`src/rtl/readout_pkg.sv`:
```
// rtl/readout_pkg.sv - shared readout word width, lost-counter width and word type
package readout_pkg;

  localparam int READOUT_WORD_WIDTH = 32;
  localparam int LOST_COUNT_WIDTH   = 8;

  typedef logic [READOUT_WORD_WIDTH-1:0] readout_word_t;

endpackage

```
`src/rtl/readout_buffer_ram.sv`:
```
// rtl/readout_buffer_ram.sv - simple dual-port RAM, synchronous write, registered read
module readout_buffer_ram #(
  parameter int DATA_WIDTH = 32,
  parameter int ADDR_WIDTH = 4
) (
  input  logic                  clk,
  input  logic                  rst,
  input  logic                  wr_en,
  input  logic [ADDR_WIDTH-1:0] wr_addr,
  input  logic [DATA_WIDTH-1:0] wr_data,
  input  logic [ADDR_WIDTH-1:0] rd_addr,
  output logic [DATA_WIDTH-1:0] rd_data
);

  logic [DATA_WIDTH-1:0] mem [2**ADDR_WIDTH];
  logic [DATA_WIDTH-1:0] rd_data_d;
  logic [DATA_WIDTH-1:0] rd_data_q;

  always_ff @(posedge clk) begin
    if (wr_en) begin
      mem[wr_addr] <= wr_data;
    end
  end

  // Write-through so a word written into the head slot is visible right after the edge.
  always_comb begin
    rd_data_d = mem[rd_addr];
    if (wr_en && (wr_addr == rd_addr)) begin
      rd_data_d = wr_data;
    end
  end

  always_ff @(posedge clk or posedge rst) begin
    if (rst) begin
      rd_data_q <= '0;
    end else begin
      rd_data_q <= rd_data_d;
    end
  end

  assign rd_data = rd_data_q;

endmodule

```
`src/rtl/readout_word_buffer.sv`:
```
// rtl/readout_word_buffer.sv - FWFT elastic buffer between readout arbiter and SRAM FIFO
// Optional high-water mark register enabled by READOUT_BUFFER_MAX_LEVEL_EN.
import readout_pkg::*;

module readout_word_buffer #(
  parameter int DATA_WIDTH      = READOUT_WORD_WIDTH,
  parameter int DEPTH_LOG2      = 4,
  parameter int NEAR_FULL_LEVEL = 12
) (
  input  logic                        BUS_CLK,
  input  logic                        BUS_RST,
  input  logic                        WRITE_IN,
  input  logic [DATA_WIDTH-1:0]       DATA_IN,
  output logic                        READY_OUT,
  input  logic                        FIFO_READ_NEXT,
  output logic                        FIFO_EMPTY,
  output logic [DATA_WIDTH-1:0]       FIFO_DATA,
  output logic                        FIFO_NEAR_FULL,
  output logic                        FIFO_FULL,
  output logic [DEPTH_LOG2:0]         WORD_COUNT,
  input  logic                        CLEAR_ERR,
  output logic                        OVERFLOW_ERR,
  output logic                        READ_ERR,
  output logic [LOST_COUNT_WIDTH-1:0] LOST_COUNT,
  output logic [DEPTH_LOG2:0]         MAX_LEVEL
);

  localparam logic [DEPTH_LOG2:0] FULL_CNT      = {1'b1, {DEPTH_LOG2{1'b0}}};
  localparam logic [DEPTH_LOG2:0] NEAR_FULL_CNT = NEAR_FULL_LEVEL[DEPTH_LOG2:0];
  localparam logic [LOST_COUNT_WIDTH-1:0] LOST_MAX = '1;

  logic [DEPTH_LOG2-1:0]       wr_ptr_d, wr_ptr_q;
  logic [DEPTH_LOG2-1:0]       rd_ptr_d, rd_ptr_q;
  logic [DEPTH_LOG2:0]         count_d, count_q;
  logic                        empty_d, empty_q;
  logic                        full_d, full_q;
  logic                        near_full_d, near_full_q;
  logic                        overflow_d, overflow_q;
  logic                        read_err_d, read_err_q;
  logic [LOST_COUNT_WIDTH-1:0] lost_d, lost_q;

  logic wr_acc, wr_rej, pop_acc, pop_bad;

  // Acceptance depends on registered count only: a full buffer rejects even with a same-cycle pop.
  assign wr_acc  = WRITE_IN & ~full_q;
  assign wr_rej  = WRITE_IN & full_q;
  assign pop_acc = FIFO_READ_NEXT & ~empty_q;
  assign pop_bad = FIFO_READ_NEXT & empty_q;

  always_comb begin
    wr_ptr_d = wr_ptr_q;
    rd_ptr_d = rd_ptr_q;
    count_d  = count_q;
    if (wr_acc) begin
      wr_ptr_d = wr_ptr_q + 1'b1;
    end
    if (pop_acc) begin
      rd_ptr_d = rd_ptr_q + 1'b1;
    end
    if (wr_acc && !pop_acc) begin
      count_d = count_q + 1'b1;
    end else if (pop_acc && !wr_acc) begin
      count_d = count_q - 1'b1;
    end
    empty_d     = (count_d == '0);
    full_d      = (count_d == FULL_CNT);
    near_full_d = (count_d >= NEAR_FULL_CNT);
  end

  // A new error event in the clearing cycle wins over CLEAR_ERR.
  always_comb begin
    overflow_d = CLEAR_ERR ? 1'b0 : overflow_q;
    read_err_d = CLEAR_ERR ? 1'b0 : read_err_q;
    lost_d     = CLEAR_ERR ? '0 : lost_q;
    if (wr_rej) begin
      overflow_d = 1'b1;
      if (CLEAR_ERR) begin
        lost_d = {{(LOST_COUNT_WIDTH-1){1'b0}}, 1'b1};
      end else if (lost_q != LOST_MAX) begin
        lost_d = lost_q + 1'b1;
      end
    end
    if (pop_bad) begin
      read_err_d = 1'b1;
    end
  end

  always_ff @(posedge BUS_CLK or posedge BUS_RST) begin
    if (BUS_RST) begin
      wr_ptr_q    <= '0;
      rd_ptr_q    <= '0;
      count_q     <= '0;
      empty_q     <= 1'b1;
      full_q      <= 1'b0;
      near_full_q <= 1'b0;
      overflow_q  <= 1'b0;
      read_err_q  <= 1'b0;
      lost_q      <= '0;
    end else begin
      wr_ptr_q    <= wr_ptr_d;
      rd_ptr_q    <= rd_ptr_d;
      count_q     <= count_d;
      empty_q     <= empty_d;
      full_q      <= full_d;
      near_full_q <= near_full_d;
      overflow_q  <= overflow_d;
      read_err_q  <= read_err_d;
      lost_q      <= lost_d;
    end
  end

  // Reading at the next read pointer keeps the head word registered yet current after every pop.
  readout_buffer_ram #(
    .DATA_WIDTH (DATA_WIDTH),
    .ADDR_WIDTH (DEPTH_LOG2)
  ) u_ram (
    .clk     (BUS_CLK),
    .rst     (BUS_RST),
    .wr_en   (wr_acc),
    .wr_addr (wr_ptr_q),
    .wr_data (DATA_IN),
    .rd_addr (rd_ptr_d),
    .rd_data (FIFO_DATA)
  );

`ifdef READOUT_BUFFER_MAX_LEVEL_EN
  logic [DEPTH_LOG2:0] max_level_d, max_level_q;

  always_comb begin
    max_level_d = max_level_q;
    if (CLEAR_ERR) begin
      max_level_d = count_q;
    end else if (count_q > max_level_q) begin
      max_level_d = count_q;
    end
  end

  always_ff @(posedge BUS_CLK or posedge BUS_RST) begin
    if (BUS_RST) begin
      max_level_q <= '0;
    end else begin
      max_level_q <= max_level_d;
    end
  end

  assign MAX_LEVEL = max_level_q;
`else
  assign MAX_LEVEL = '0;
`endif

  assign READY_OUT      = ~full_q;
  assign FIFO_EMPTY     = empty_q;
  assign FIFO_FULL      = full_q;
  assign FIFO_NEAR_FULL = near_full_q;
  assign WORD_COUNT     = count_q;
  assign OVERFLOW_ERR   = overflow_q;
  assign READ_ERR       = read_err_q;
  assign LOST_COUNT     = lost_q;

endmodule

```
`config.mk`:
```
export PLATFORM = sky130hd
export DESIGN_NAME = readout_word_buffer
export DESIGN_NICKNAME = d
export VERILOG_FILES = /design/src/rtl/readout_pkg.sv /design/src/rtl/readout_buffer_ram.sv /design/src/rtl/readout_word_buffer.sv
export SDC_FILE = /design/constraint.sdc
export NUM_CORES = 1
export LEC_CHECK = 0
export CAP_MARGIN = 20
export CORE_ASPECT_RATIO = 2
export CORE_MARGIN = 2
export CORE_UTILIZATION = 54
export DETAILED_ROUTE_END_ITERATION = 8
export MAX_ROUTING_LAYER = met4
export PLACE_DENSITY_LB_ADDON = 0.15
export SLEW_MARGIN = 20
export SYNTH_ARGS = -nofsm -noshare
export SYNTH_HDL_FRONTEND = slang
export SYNTH_SLANG_ARGS = --single-unit
```
`constraint.sdc`:
```
create_clock -name BUS_CLK -period 3.89 [get_ports BUS_CLK]
set_clock_uncertainty 0.2 [all_clocks]
set_input_delay 0.5835 -clock BUS_CLK [delete_from_list [all_inputs] [get_ports BUS_CLK]]
set_output_delay 0.5835 -clock BUS_CLK [all_outputs]
set_load 0.02 [all_outputs]
```
Yosys cells after proc, flatten, opt, wreduce, memory -nomap -nowiden
Memories as Yosys holds them, arrays and structs flattened. A register that Yosys moved wholly into a read port is not among the register bits.
Cells that the tools add are included.

word-level totals
  register bits after elaboration = 26
  RAM bits = 512
  input port bits = 37
  output and inout port bits = 56
  logic and storage cells = 43
  memories = 1

operators by class
  $add $sub $neg = 5
  $lt $le $gt $ge = 1
  equal/unequal tests = 2
  mux-type cells = 12
  bitwise logic cells = 6
  reductions and logical operators = 7

memories
  name       depth  width  rd ports  clocked after memory_dff  wr ports  line                      source
  u_ram.mem  16     32     1         1                         1         readout_buffer_ram.sv:15  logic [DATA_WIDTH-1:0] mem [2**ADDR_WIDTH];

operators with widths
  cell                                                 number
  2-to-1 mux 8 bit                                     4
  2-to-1 mux 5 bit                                     2
  adder 4 x 1 -> 4 bit, second input constant          2
  adder 8 x 1 -> 8 bit, second input constant          1
  != test 8 bit, second input constant                 1
  adder 5 x 1 -> 5 bit, second input constant          1
  == test 5 bit, second input constant                 1
  >= comparator 5 x 4 -> 1 bit, second input constant  1
  logical NOT 5 bit                                    1
  2-to-1 mux 1 bit                                     5
  subtractor 5 x 1 -> 5 bit, second input constant     1
  AND 1 bit                                            4
  2-to-1 mux 4 bit                                     1
  nonzero test 2 bit                                   2
  logical AND 1 bit                                    2
  logical NOT 1 bit                                    2
  NOT 1 bit                                            2

Depth between registers and ports, before layout
  depth after elaboration = 7
  gate-level depth with buffers = 11
  gate-level depth less buffers = 8

Modules after synthesis
Synthesis repeated with hierarchy kept, for this count alone.

unflattened totals
  cell total of the unflattened synthesis = 1017
  area total of the unflattened synthesis = 21777.1 um2

by module, submodules not included
  module               times used  cells each  area an instance (um2)  sequential area each (um2)
  readout_buffer_ram   1           880         20419.6                 16175.5
  readout_word_buffer  1           137         1357.6                  651.9

Worst setup path after synthesis
No wires, ideal clock.

  path type = input port to flip-flop
  start = input port WRITE_IN
  end = memory u_ram.mem[3][0], enable pin
  setup time = 0.461 ns
  arrival = 3.445 ns
  required time = 3.229 ns
  slack = -0.216 ns
  cell stages on the path = 4
  buffers on the path = 1
  path through = nor2b_1 buf_1 nand2_1 nor3_1

between the ends
  cells in the longest elaborated chain, start to end = 3

RTL lines
  element                                 line                       source
  start, declared                         readout_word_buffer.sv:12  input logic WRITE_IN,
  AND 1 bit                               readout_word_buffer.sv:45  assign wr_acc = WRITE_IN & ~full_q;
  2-to-1 mux 1 bit                        readout_buffer_ram.sv:20   if (wr_en) begin
  2-to-1 mux 1 bit (not written as such)  readout_buffer_ram.sv:21   mem[wr_addr] <= wr_data;
  end, declared                           readout_buffer_ram.sv:15

Every way passes these cells.

Final worst setup path
  start = register rd_ptr_q[0]
  end = register u_ram.rd_data_q[25], in the netlist u_ram.rd_data[25], read port of u_ram.mem

between the ends
  cells in the longest elaborated chain, start to end = 2

RTL lines
  element                 line                        source
  start, declared         readout_word_buffer.sv:33   logic [DEPTH_LOG2-1:0] rd_ptr_d, rd_ptr_q;
  start signal, assigned  readout_word_buffer.sv:101  rd_ptr_q <= rd_ptr_d;
  adder 4 x 1 -> 4 bit    readout_word_buffer.sv:58   rd_ptr_d = rd_ptr_q + 1'b1;
  2-to-1 mux 4 bit (*)    readout_word_buffer.sv:57   if (pop_acc) begin
  end, declared           readout_buffer_ram.sv:17    logic [DATA_WIDTH-1:0] rd_data_q;

Mark *: on every way between the ends. The rest lies on a longest branch, timed or not.
A chain may end at the register's enable or synchronous reset.

==> impl_metrics.ini <==
[synthesis]
ys_warn_count = 0
async_reset_ff_frac = 0.102
ys.flop_type = edfxtp_1
netlist_area_um2 = 21500
synth-edff-count = 512
yosys_register_bits = 570
synth_cell_types = 59
syn_avg_cell_area_um2 = 16.6
seq_area_frac_synth = 0.782
postSynthCellCount = 1299

[run_status]
status = completed

[setup_path]
worst_setup_path_start_kind = register
rr_startpoint = rd_ptr_q[0]
path_max_fanout = 49
path_cells = ha_1 -> nor4bb_1 -> a31o_4 -> buf_4 -> a22oi_1 -> a21oi_1 -> nor4_1 -> a21oi_1
crit_slowest_cell = a31o_4
reg2reg_depth = 8
worstPathRequired_ns = 4.17
reg2reg_setup_slack_ns = 0.72
crit_type = reg2reg
critPathMaxStageDelay_ns = 0.68
crit_cells = 8
cpMostUsedCell = a21oi_1
endpoint_kind = register
critPathTopFamily = compound AO/OA/AOI/OAI gates
timing.rr.end = u_ram.rd_data[25]
cp.buffers_inverters = 1
cp.arrival_ns = 3.45

[route]
vias = 12300
ant_nets = 0
viasPerCell = 6.22
routedWlPerCell_um = 25.9
firstDrtPassIters = 5
drt_iter0_markers = 1062
wl_um = 51100
drcViolationCount = 0

[cts]
ctsHoldBuffers = 0
clock_path_buffers = 3
cts_root_buffer = clkbuf_16
htree_num_levels = 2
clock-sinks = 570
post_cts_resized = 0
cts.clk_slew.worst_paths_ns = 0.07
cts_tree = done
cts_buffers = 46
cts_setup_buffers = 0
insertion_delay_ns = 0.56

[placed_design]
gp_congestion = 0.771
io_buffers = 87
placed_cell_area_um2 = 23400
place_hpwl_um = 27800

[power_and_ir_drop]
fin_total_pwr_w = 0.0199
p_leak_nw = 8.09
powerDensity_nw_per_um2 = 798
ir_drop_mv = 0.490

[cells_and_area]
layout-drive-gt1-share = 0.118
final_area_um2 = 25000
final_common_cell = edfxtp_1
num-nets-final = 1456
final_cell_mix = edfxtp_1, a22oi_1, a21oi_1
syn2layout_area_growth_pct = 16.1

[floorplan]
core_um2 = 39400
die_h_um = 286
rows = 103
dieArea_um2 = 41600
initial_core_util = 0.546
die_w_um = 145
io_pins = 93

[global_route]
grt_max_degree = 54
grt_antenna_before_repair = 1
grt_pass1_vias = 12300
track_usage = 0.253
grt_pass1_wl_um = 76800
overflow = 0

[sta]
hold_viol = 0
rsz0062_at_grt = no
slew_violations = 0
fmax_mhz = 315
hold_slack_ns = 0.176
min_period_over_period = 0.816
setup_viol = 0
min_period_ns = 3.17
slew_headroom = 0.431
fin_setup_tns_ns = 0
worst_pin_slew_ns = 0.853

[min_path]
hold_class = in2async

[flow_run]
drv_cap = 0
[metrics by stage]
stage | utilization | setup slack, ns | cells
after floorplan | - | 0.639 | 1303
after global placement | 0.595 | 0.372 | 1888
after detailed placement | 0.595 | 0.349 | 1888
after CTS | 0.634 | 0.773 | 1972
after global routing | 0.634 | 0.571 | 1973
final | 0.634 | 0.717 | 1973
[cell usage after synthesis (2+ instances only)]
cell type / n / area [um^2]
a31o_1: 3 / 26.3
buf_6: 11 / 124
xor2_1: 5 / 43.8
a21o_1: 5 / 37.5
buf_2: 40 / 200
nor3_1: 8 / 40.0
a21oi_1: 160 / 801
nand3_1: 8 / 40.0
nand2b_1: 2 / 12.5
buf_4: 9 / 67.6
buf_8: 2 / 30.0
a22oi_1: 240 / 1800
dfrtp_1: 57 / 1430
o21ai_0: 9 / 45.0
nor2_1: 63 / 236
mux2i_1: 6 / 60.1
ha_1: 8 / 100
buf_1: 2 / 7.51
a22oi_2: 9 / 113
xnor2_1: 9 / 78.8
edfxtp_1: 512 / 15400
or3_1: 2 / 12.5
nand4_1: 4 / 25.0
nor4_1: 32 / 200
a221oi_1: 4 / 35.0
nand2_1: 17 / 63.8
clkbuf_1: 24 / 90.1
inv_1: 15 / 56.3
nand3_2: 2 / 20.0
o31ai_4: 2 / 42.5
[metal layers]
layer  vias up  GRT usage  part of all wire
met4         0     0.0863             0.032
met5         -          -                 0
met2       478      0.439              0.53
met1      6260      0.313              0.39
met3       103     0.0273             0.055
li1       5434          -                 -
[logic make-up after synthesis]
logic type               after synthesis  share of synthesized area
AO/OA/AOI/OAI                        440                      0.138
adder cells (fa/ha/maj)                8                    0.00465
buffers and inverters                104                     0.0269
other                                  1                   0.000174
flip-flops                           570                      0.782
XOR/XNOR                              17                    0.00878
AND/OR/NAND/NOR                      152                     0.0363
multiplexers                           7                    0.00384
[report_power, final]
| group | switching [W] | internal [W] |
|---|---|---|
| sequential | 0.000329 | 0.00753 |
| combinational | 0.00452 | 0.00279 |
| clock | 0.00208 | 0.00270 |
| total | 0.00692 | 0.0130 |
[registers in the layout, summed over array words and instances, names as in the netlist]
signal,cells
u_ram.mem,512
u_ram.rd_data,32
READ_ERR,1
FIFO_FULL,1
FIFO_EMPTY,1
OVERFLOW_ERR,1
WORD_COUNT,5
LOST_COUNT,8
wr_ptr_q,4
rd_ptr_q,4
FIFO_NEAR_FULL,1
[worst max path at each step]
stage          slack (ns)           start           endpoint
2_1_floorplan        0.64        WRITE_IN   u_ram.mem[15][0]
3_3_place_gp         0.37  FIFO_READ_NEXT  u_ram.rd_data[25]
3_5_place_dp         0.35  FIFO_READ_NEXT   u_ram.rd_data[0]
4_1_cts              0.77     rd_ptr_q[0]  u_ram.rd_data[25]
5_1_grt              0.57     rd_ptr_q[0]  u_ram.rd_data[26]
6_report             0.72     rd_ptr_q[0]  u_ram.rd_data[25]
[final cells by class]
class | count | area, um^2
sequential | 570 | 16800
tap | 525 | 657
antenna | 1 | 2.50
timing repair buffer | 148 | 1620
fill | 2862 | 14400
inverter | 16 | 60.1
clock inverter | 25 | 283
multi-input combinational | 629 | 4290
clock buffer | 59 | 1260
(Power assumes the default switching activity.)
